**src/rtl/float_mult_param.sv**
```systemverilog
// Parametrised floating-point multiplier: iterative shift-add mantissa product,
// round-to-nearest-even, flush-to-zero, special values and exception flags.
module float_mult_param #(
    parameter int EXP_W        = 8,
    parameter int MAN_W        = 23,
    parameter int BITS_PER_CYC = 1
) (
    input  logic                   clk,
    input  logic                   reset_i,
    input  logic                   start_i,
    input  logic [EXP_W+MAN_W:0]   float1_i,
    input  logic [EXP_W+MAN_W:0]   float2_i,
    output logic                   busy_o,
    output logic                   done_o,
    output logic [EXP_W+MAN_W:0]   float_o,
    output logic [3:0]             flags_o
);
    localparam int M  = MAN_W + 1;
    localparam int N  = M / BITS_PER_CYC;
    localparam int EW = EXP_W + 2;
    localparam int CW = $clog2(N + 1);
    localparam logic signed [EW-1:0] BIAS_E = EW'((1 << (EXP_W - 1)) - 1);
    localparam logic signed [EW-1:0] MAX_E  = EW'((1 << EXP_W) - 1);
    localparam logic signed [EW-1:0] ZERO_E = '0;
    localparam logic signed [EW-1:0] ONE_E  = EW'(1);
    localparam logic [EXP_W+MAN_W:0] QNAN   = {1'b0, {EXP_W{1'b1}}, 1'b1, {(MAN_W-1){1'b0}}};

    typedef enum logic [2:0] {IDLE, CLASS, MULT, NORM, ROUND, DONE} state_t;

    state_t state_q, state_d;

    logic [EXP_W+MAN_W:0]   a_q, b_q;
    logic                   sign_q;
    logic signed [EW-1:0]   e_q;
    logic [2*M-1:0]         prod_q, mcand_q;
    logic [M-1:0]           mb_q;
    logic [CW-1:0]          cnt_q;
    logic [EXP_W+MAN_W:0]   float_q;
    logic [3:0]             flags_q;

    // Operand classification on the latched operands.
    logic [EXP_W-1:0] ea, eb;
    logic [MAN_W-1:0] ma, mb;
    logic a_zero, a_inf, a_nan, b_zero, b_inf, b_nan, special, sign_ab;

    assign ea      = a_q[MAN_W +: EXP_W];
    assign eb      = b_q[MAN_W +: EXP_W];
    assign ma      = a_q[MAN_W-1:0];
    assign mb      = b_q[MAN_W-1:0];
    assign a_zero  = (ea == '0);
    assign b_zero  = (eb == '0);
    assign a_inf   = (&ea) && (ma == '0);
    assign b_inf   = (&eb) && (mb == '0);
    assign a_nan   = (&ea) && (ma != '0);
    assign b_nan   = (&eb) && (mb != '0);
    assign special = a_zero | a_inf | a_nan | b_zero | b_inf | b_nan;
    assign sign_ab = a_q[EXP_W+MAN_W] ^ b_q[EXP_W+MAN_W];

    logic [EXP_W+MAN_W:0] spec_res;
    logic [3:0]           spec_flags;

    // NOTE: every variable written in always_comb gets a default first, so no path infers a latch.
    always_comb begin
        spec_res   = {sign_ab, {(EXP_W+MAN_W){1'b0}}};
        spec_flags = 4'b0000;
        if (a_nan || b_nan) begin
            spec_res = QNAN;
        end else if ((a_inf && b_zero) || (a_zero && b_inf)) begin
            spec_res   = QNAN;
            spec_flags = 4'b1000;
        end else if (a_inf || b_inf) begin
            spec_res = {sign_ab, {EXP_W{1'b1}}, {MAN_W{1'b0}}};
        end
    end

    logic [2*M-1:0] addend;
    assign addend = mcand_q * {{(2*M-BITS_PER_CYC){1'b0}}, mb_q[BITS_PER_CYC-1:0]};

    // Rounding on the normalised product: significand in the top M bits.
    logic                 guard, sticky, inexact;
    logic [M:0]           rounded;
    logic signed [EW-1:0] e_r;
    logic [EXP_W+MAN_W:0] round_res;
    logic [3:0]           round_flags;

    assign guard   = prod_q[M-1];
    assign sticky  = |prod_q[M-2:0];
    assign inexact = guard | sticky;
    assign rounded = {1'b0, prod_q[2*M-1:M]} + (M+1)'(guard & (sticky | prod_q[M]));
    assign e_r     = e_q + $signed({{(EW-1){1'b0}}, rounded[M]});

    always_comb begin
        round_res   = {sign_q, e_r[EXP_W-1:0], rounded[MAN_W-1:0]};
        round_flags = {3'b000, inexact};
        if (e_r >= MAX_E) begin
            round_res   = {sign_q, {EXP_W{1'b1}}, {MAN_W{1'b0}}};
            round_flags = 4'b0101;
        end else if (e_r <= ZERO_E) begin
            round_res   = {sign_q, {(EXP_W+MAN_W){1'b0}}};
            round_flags = 4'b0011;
        end
    end

    always_comb begin
        state_d = state_q;
        case (state_q)
            IDLE:    if (start_i) state_d = CLASS;
            CLASS:   state_d = special ? DONE : MULT;
            MULT:    if (cnt_q == CW'(N - 1)) state_d = NORM;
            NORM:    state_d = ROUND;
            ROUND:   state_d = DONE;
            DONE:    state_d = IDLE;
            default: state_d = IDLE;
        endcase
    end

    // NOTE: sequential state uses non-blocking assignments so every register samples pre-edge values.
    always_ff @(posedge clk) begin
        if (reset_i) state_q <= IDLE;
        else         state_q <= state_d;
    end

    // NOTE: only results are reset; operand and datapath registers are always loaded before use.
    always_ff @(posedge clk) begin
        if (reset_i) begin
            float_q <= '0;
            flags_q <= '0;
        end else begin
            case (state_q)
                CLASS: if (special) begin
                    float_q <= spec_res;
                    flags_q <= spec_flags;
                end
                ROUND: begin
                    float_q <= round_res;
                    flags_q <= round_flags;
                end
                default: ;
            endcase
        end
    end

    always_ff @(posedge clk) begin
        case (state_q)
            IDLE: if (start_i) begin
                a_q <= float1_i;
                b_q <= float2_i;
            end
            CLASS: begin
                sign_q  <= sign_ab;
                e_q     <= $signed({2'b00, ea}) + $signed({2'b00, eb}) - BIAS_E;
                prod_q  <= '0;
                cnt_q   <= '0;
                mcand_q <= {{M{1'b0}}, 1'b1, ma};
                mb_q    <= {1'b1, mb};
            end
            MULT: begin
                prod_q  <= prod_q + addend;
                mcand_q <= mcand_q << BITS_PER_CYC;
                mb_q    <= mb_q >> BITS_PER_CYC;
                cnt_q   <= cnt_q + 1'b1;
            end
            NORM: begin
                if (prod_q[2*M-1]) e_q    <= e_q + ONE_E;
                else               prod_q <= prod_q << 1;
            end
            default: ;
        endcase
    end

    assign busy_o  = (state_q != IDLE);
    assign done_o  = (state_q == DONE);
    assign float_o = float_q;
    assign flags_o = flags_q;
endmodule

```
**config.mk**
```make
export PLATFORM = sky130hd
export DESIGN_NAME = float_mult_param
export DESIGN_NICKNAME = d
export VERILOG_FILES = /design/src/rtl/float_mult_param.sv
export SDC_FILE = /design/constraint.sdc
export NUM_CORES = 1
export LEC_CHECK = 0
export BUFFER_PORTS_ARGS = -buffer_cell sky130_fd_sc_hd__clkbuf_2
export CORE_ASPECT_RATIO = 0.7
export CORE_MARGIN = 3
export CORE_UTILIZATION = 45
export DETAILED_ROUTE_END_ITERATION = 8
export SETUP_SLACK_MARGIN = 0.1
export SYNTH_ARGS = -nofsm -noshare
export SYNTH_HDL_FRONTEND = slang
export SYNTH_SLANG_ARGS = --single-unit
```
**constraint.sdc**
```tcl
create_clock -name clk -period 6 [get_ports clk]
set_input_delay 0.6 -clock clk [delete_from_list [all_inputs] [get_ports clk]]
set_output_delay 0.6 -clock clk [all_outputs]
set_load 0.02 [all_outputs]
```
### Word level (Yosys, flattened, before mapping)

Cells that the tools add are included.

| word-level totals | value |
|---|---|
| bits of input ports | 67 |
| bits in registers | 239 |
| output and inout bits | 38 |
| logic and storage cells | 95 |
| memory bits (writable) | 0 |
| ROM bits | 0 |
| memories kept | 0 |
| latch bits | 0 |

| cells by class | value |
|---|---|
| reduce and logical (&&, ||, !) cells | 29 |
| bitwise operators | 9 |
| multiplexer cells | 24 |
| $lt $le $gt $ge | 2 |
| $mul | 1 |
| equality and inequality tests | 11 |
| divide/modulo/power cells | 0 |
| shift-type cells | 0 |
| add/subtract/negate cells | 7 |

Operator list:

| kind | count |
|---|---|
| $pmux 48 s3 | 1 |
| $mux 32 | 3 |
| $pmux 48 s2 | 1 |
| $mux 31 | 3 |
| $pmux 32 s2 | 1 |
| $add 48x48->48 | 1 |
| $mul 48x1->48 | 1 |
| $mux 48 | 1 |
| $pmux 24 s2 | 1 |
| $logic_not 23->1 | 2 |
| $reduce_bool 23->1 | 2 |
| $add 24x1->25 | 1 |
| $reduce_or 23->1 | 1 |
| $pmux 10 s2 | 1 |
| $logic_not 8->1 | 2 |
| $reduce_and 8->1 | 2 |
| $pmux 3 s5 | 1 |
| $mux 3 | 4 |
| $mux 4 | 3 |
| $add 10x2->10 | 1 |
| $add 10x2->10 const B | 1 |
| $ge 10x9->1 const B | 1 |
| $le 10x1->1 const B | 1 |
| $mux 10 | 1 |
| 20 further kinds | 46 |

### Longest topological paths before layout

| logic depth | value |
|---|---|
| depth in word-level cells | 9 |
| gate-level depth with buffers | 21 |
| gate-level depth less buffers | 19 |

### Least setup slack after synthesis

OpenSTA, ideal clock, no wires.

| path | value |
|---|---|
| path type | register -> register |
| from | register state_q[2] |
| to | register a_q[0] (enable) |
| stages on the path, launching flop included | 4 |
| library setup time | 0.487 ns |
| arrival time | 3.697 ns |
| period minus slack after synthesis | 4.183 ns |
| data required time | 5.513 ns |
| path slack | 1.817 ns |
| buffers on the path | 1 |
| cells stage by stage | dfxtp_1 > clkbuf_1 > or3_1 > nor2_1 |

| between the ends | value |
|---|---|
| cells in the longest elaborated chain, start to end | 2 |

RTL lines:

| what | RTL line | RTL |
|---|---|---|
| start, declared | 30 | `state_t state_q, state_d;` |
| start signal, assigned | 120 | `else state_q <= state_d;` |
| $logic_not 3->1 | 144 | `case (state_q)` |
| $reduce_and 2->1 (no line) | -- |  |
| end signal, assigned | 146 | `a_q <= float1_i;` |
| end, declared | 32 | `logic [EXP_W+MAN_W:0] a_q, b_q;` |

Every way passes these cells.
A chain may end at the register's enable or synchronous reset.

### Worst setup path in the final report

| path | value |
|---|---|
| from | register prod_q[23] |
| to | register float_q[22] (netlist: float_o[22]) |

| between the ends | value |
|---|---|
| cells in the longest elaborated chain, start to end | 7 |

RTL lines:

| what | RTL line | RTL |
|---|---|---|
| start, declared | 35 | `logic [2*M-1:0] prod_q, mcand_q;` |
| start signal, assigned | 158 | `prod_q <= prod_q + addend;` |
| start signal, assigned | 165 | `else prod_q <= prod_q << 1;` |
| $and 1x1->1 (*) | 89 | `assign rounded = {1'b0, prod_q[2*M-1:M]} + (M+1)'(guard & (sticky \| prod_q[M]));` |
| $add 24x1->25 (*) | 89 |  |
| $add 10x2->10 | 90 | `assign e_r = e_q + $signed({{(EW-1){1'b0}}, rounded[M]});` |
| $le 10x1->1 | 98 | `end else if (e_r <= ZERO_E) begin` |
| $mux 31 | 98 |  |
| $mux 31 (*) | 95 | `if (e_r >= MAX_E) begin` |
| $pmux 32 s2 (*) | 129 | `case (state_q)` |
| end signal, assigned | 131 | `float_q <= spec_res;` |
| end signal, assigned | 135 | `float_q <= round_res;` |
| end, declared | 38 | `logic [EXP_W+MAN_W:0] float_q;` |

Mark *: on every way between the ends. The rest lies on a longest branch, timed or not.

==> impl_metrics.env <==
export IMPL_cpMaxStageDelayCell="edfxtp_1"
export IMPL_synth_edf_count=200
export IMPL_clockBufferDepth=3
export IMPL_slew_headroom=0.211
export IMPL_globalRouteTotalUtil=0.188
export IMPL_grt_overflow=0
export IMPL_status="complete, no violations"
export IMPL_hold_violations=0
export IMPL_min_path_type="input port to flip-flop"
export IMPL_h_tree_depth=1
export IMPL_p_leak_nw=5.89
export IMPL_avgSynthCellArea_sq_um=9.89
export IMPL_postPlaceCellArea_sq_um=14100
export IMPL_vias_per_cell=5.43
export IMPL_worstMarginPinSlew_ns=1.18
export IMPL_synth_top_cell_by_area="edfxtp_1"
export IMPL_rr_worst_depth=18
export IMPL_synth_nets=1476
export IMPL_post_cts_buffers=0
export IMPL_drc_errors=0
export IMPL_yosys_warnings=0
export IMPL_synth_commonest_cells="269 x nand2_1, 200 x edfxtp_1, 76 x nor2_1"
export IMPL_finalSetupViolations=0
export IMPL_grt_pass1_vias=9107
export IMPL_synth_top_area_share=0.453
export IMPL_ys_flop_type="edfxtp_1"
export IMPL_required_ns=6.40
export IMPL_final_setup_tns_ns=0
export IMPL_yosysSeqAreaShare=0.512
export IMPL_period_minus_slack_ns=4.22
export IMPL_vias=9799
export IMPL_initial_utilization=0.467
export IMPL_core_area_sq_um=28400
export IMPL_critPathCaptureType="flip-flop"
export IMPL_drive_gt1_frac=0.117
export IMPL_drt_total_wl_mm=29.8
export IMPL_synth_cell_types=72
export IMPL_async_reset_ff_frac=0
export IMPL_fin_skew_ns=0.0262
export IMPL_dieWidth_um=211
export IMPL_crit_path_start="prod_q[23]"
export IMPL_cp_data_arrival_time_ns=4.62
export IMPL_clock_sinks=239
export IMPL_r2r_start="prod_q[23]"
export IMPL_gp_congestion=0.928
export IMPL_clk_pin_slew_ns=0.06
export IMPL_netlist_top_cells_area="edfxtp_1 45%, nand2_1 7.6%, ha_1 6.3%, dfxtp_1 5.9%, xnor2_1 2.9%"
export IMPL_dr_pass1_iters=5
export IMPL_syn2layout_area_growth_pct=11.8
export IMPL_root_buffer="clkbuf_16"
export IMPL_worstSetupStartpointType="flip-flop"
export IMPL_utilization=0.522
export IMPL_clk_latency_ns=0.55
export IMPL_ys_ff_latch=239
export IMPL_finalPower_w=0.00491
export IMPL_crit_end="float_o[22]"
export IMPL_fin_crit_sh=0.703
export IMPL_r2r_slack_ns=1.78
export IMPL_crit_buf_inv=0
export IMPL_ant_nets=0
export IMPL_numCtsBuffers=25
export IMPL_wire_per_inst_um=16.5
export IMPL_drt_iter0_drc=710
export IMPL_grt_max_degree=78
export IMPL_antenna_found_initial=0
export IMPL_yosysMostFrequentCell="nand2_1"
export IMPL_crit_family="simple AND/OR/NAND/NOR gates"
export IMPL_hold_buffers=0
export IMPL_cts_tree="done"
export IMPL_crit_chain="and2_1 > ha_1 > nand3_1 > nor2_1 > and2_1 > nand3_1 > nor2_1 > and3_1 > ha_1 > nand3_1 > nor2_1 > xor2_1 > nor3b_1 > o21ai_1 > a22oi_1 > nor2b_2 > or4b_4 > o32ai_1"
export IMPL_drv_cap=0
export IMPL_slew_violations=0
export IMPL_io_pins=105
export IMPL_worstSetupPathType="flip-flop to flip-flop"
export IMPL_diodes=0
export IMPL_r2r_end="float_o[22]"
export IMPL_syn_inst=1340
export IMPL_cp_depth=18
export IMPL_powerDensity_nw_per_um2=332
export IMPL_hpwlAfterDp_mm=21.5
export IMPL_grt_pass1_wl_mm=48.4
export IMPL_grt_setup_unrepaired="false"
export IMPL_critical_path_max_stage_delay_ns=0.43
export IMPL_num_rows=51
export IMPL_fmaxAchievable_mhz=237
export IMPL_fin_area_sq_um=14800
export IMPL_cts_resized=0
export IMPL_die_y_um=150
export IMPL_netlist_area_sq_um=13300
export IMPL_irDropWorstVdd_v=0.000208
export IMPL_layout_nets=1550
export IMPL_die_area_sq_um=31600
export IMPL_crit_path_max_fanout=23
export IMPL_io_buffer_count=104
[stage by stage]
stage / setup slack (ns) / hold slack [ns] / std cells
after floorplan: 1.82 / 0.462 / 1340
after global placement: 1.90 / 0.434 / 1758
after detailed placement: 1.80 / 0.439 / 1758
after CTS: 1.78 / 0.191 / 1803
after global routing: 1.35 / 0.199 / 1803
final: 1.78 / 0.220 / 1803
[metal layers]
layer,wire length (um),global-route usage
met4,418,0.0325
met5,0,0
met3,1850,0.0321
met2,11600,0.263
met1,16000,0.306
[report_power, final]
group          internal (W)  leakage [nW]  switching [W]
combinational      0.000462          3.29       0.000743
clock              0.000824         0.370       0.000634
sequential          0.00209          2.23       0.000166
[flip-flops by register name, summed over array words and instances, names as in the netlist]
register and cells:
b_q 32, flags_o 4, sign_q 1, float_o 32, state_q 3, mcand_q 48, prod_q 48, e_q 10
cnt_q 5, mb_q 24, a_q 32
[final cells by class]
cell class | count | area, sq um
clock inverter | 7 | 45.0
sequential | 239 | 6790
tap | 371 | 464
clock buffer | 38 | 716
fill | 2625 | 13600
timing repair buffer | 112 | 581
inverter | 31 | 116
multi-input combinational | 1005 | 6110
[worst min path at each step]
| stage | from | end | depth (start not counted) |
|---|---|---|---|
| after global routing | float1_i[13] | a_q[13] | 1 |
| after detailed placement | float_o[10] | float_o[10] | 2 |
| after global placement | float_o[18] | float_o[18] | 2 |
| after floorplan | sign_q | float_o[31] | 2 |
| final | float1_i[7] | a_q[7] | 1 |
| after CTS | float1_i[7] | a_q[7] | 1 |
[cell usage in the layout (no fill, tap or decap), types with 6 or more instances in the layout]
cell type,instances
clkbuf_16,26
xnor2_1,44
nor4_1,21
a21o_1,27
edfxtp_1,200
clkbuf_1,10
nand2b_1,9
ha_1,67
a31oi_1,15
o21bai_1,10
o21ai_1,39
o21ai_0,68
nand2_1,268
nand3_1,25
nor3_1,20
dfxtp_1,39
nor2_1,74
xor2_1,44
nor2b_1,6
nand4_1,26
and3_1,37
buf_4,8
a211oi_1,7
and2_1,55
clkbuf_2,104
a21oi_1,59
inv_1,29
[worst reg2reg max path, delay by kind of cell (launching register included)]
kind | cells | cell delay (ns)
AND/OR/NAND/NOR | 12 | 2.49
flip-flops | 1 | 0.43
XOR/XNOR | 1 | 0.22
AO/OA/AOI/OAI | 3 | 0.58
adder cells (fa/ha/maj) | 2 | 0.37
[cells by family (layout without fill, tap and decap cells)]
family	count (synthesis)	in the layout	share of synthesized area
AOI/OAI and AO/OA	279	279	0.131
xor gates and xnor gates	89	89	0.0594
adders and majority gates	69	69	0.0663
buffers and inverters	96	188	0.0292
DFF	239	239	0.512
muxes	4	4	0.00312
and+or+nand+nor	564	564	0.199
Note: power is estimated with default switching activity, not from simulation.
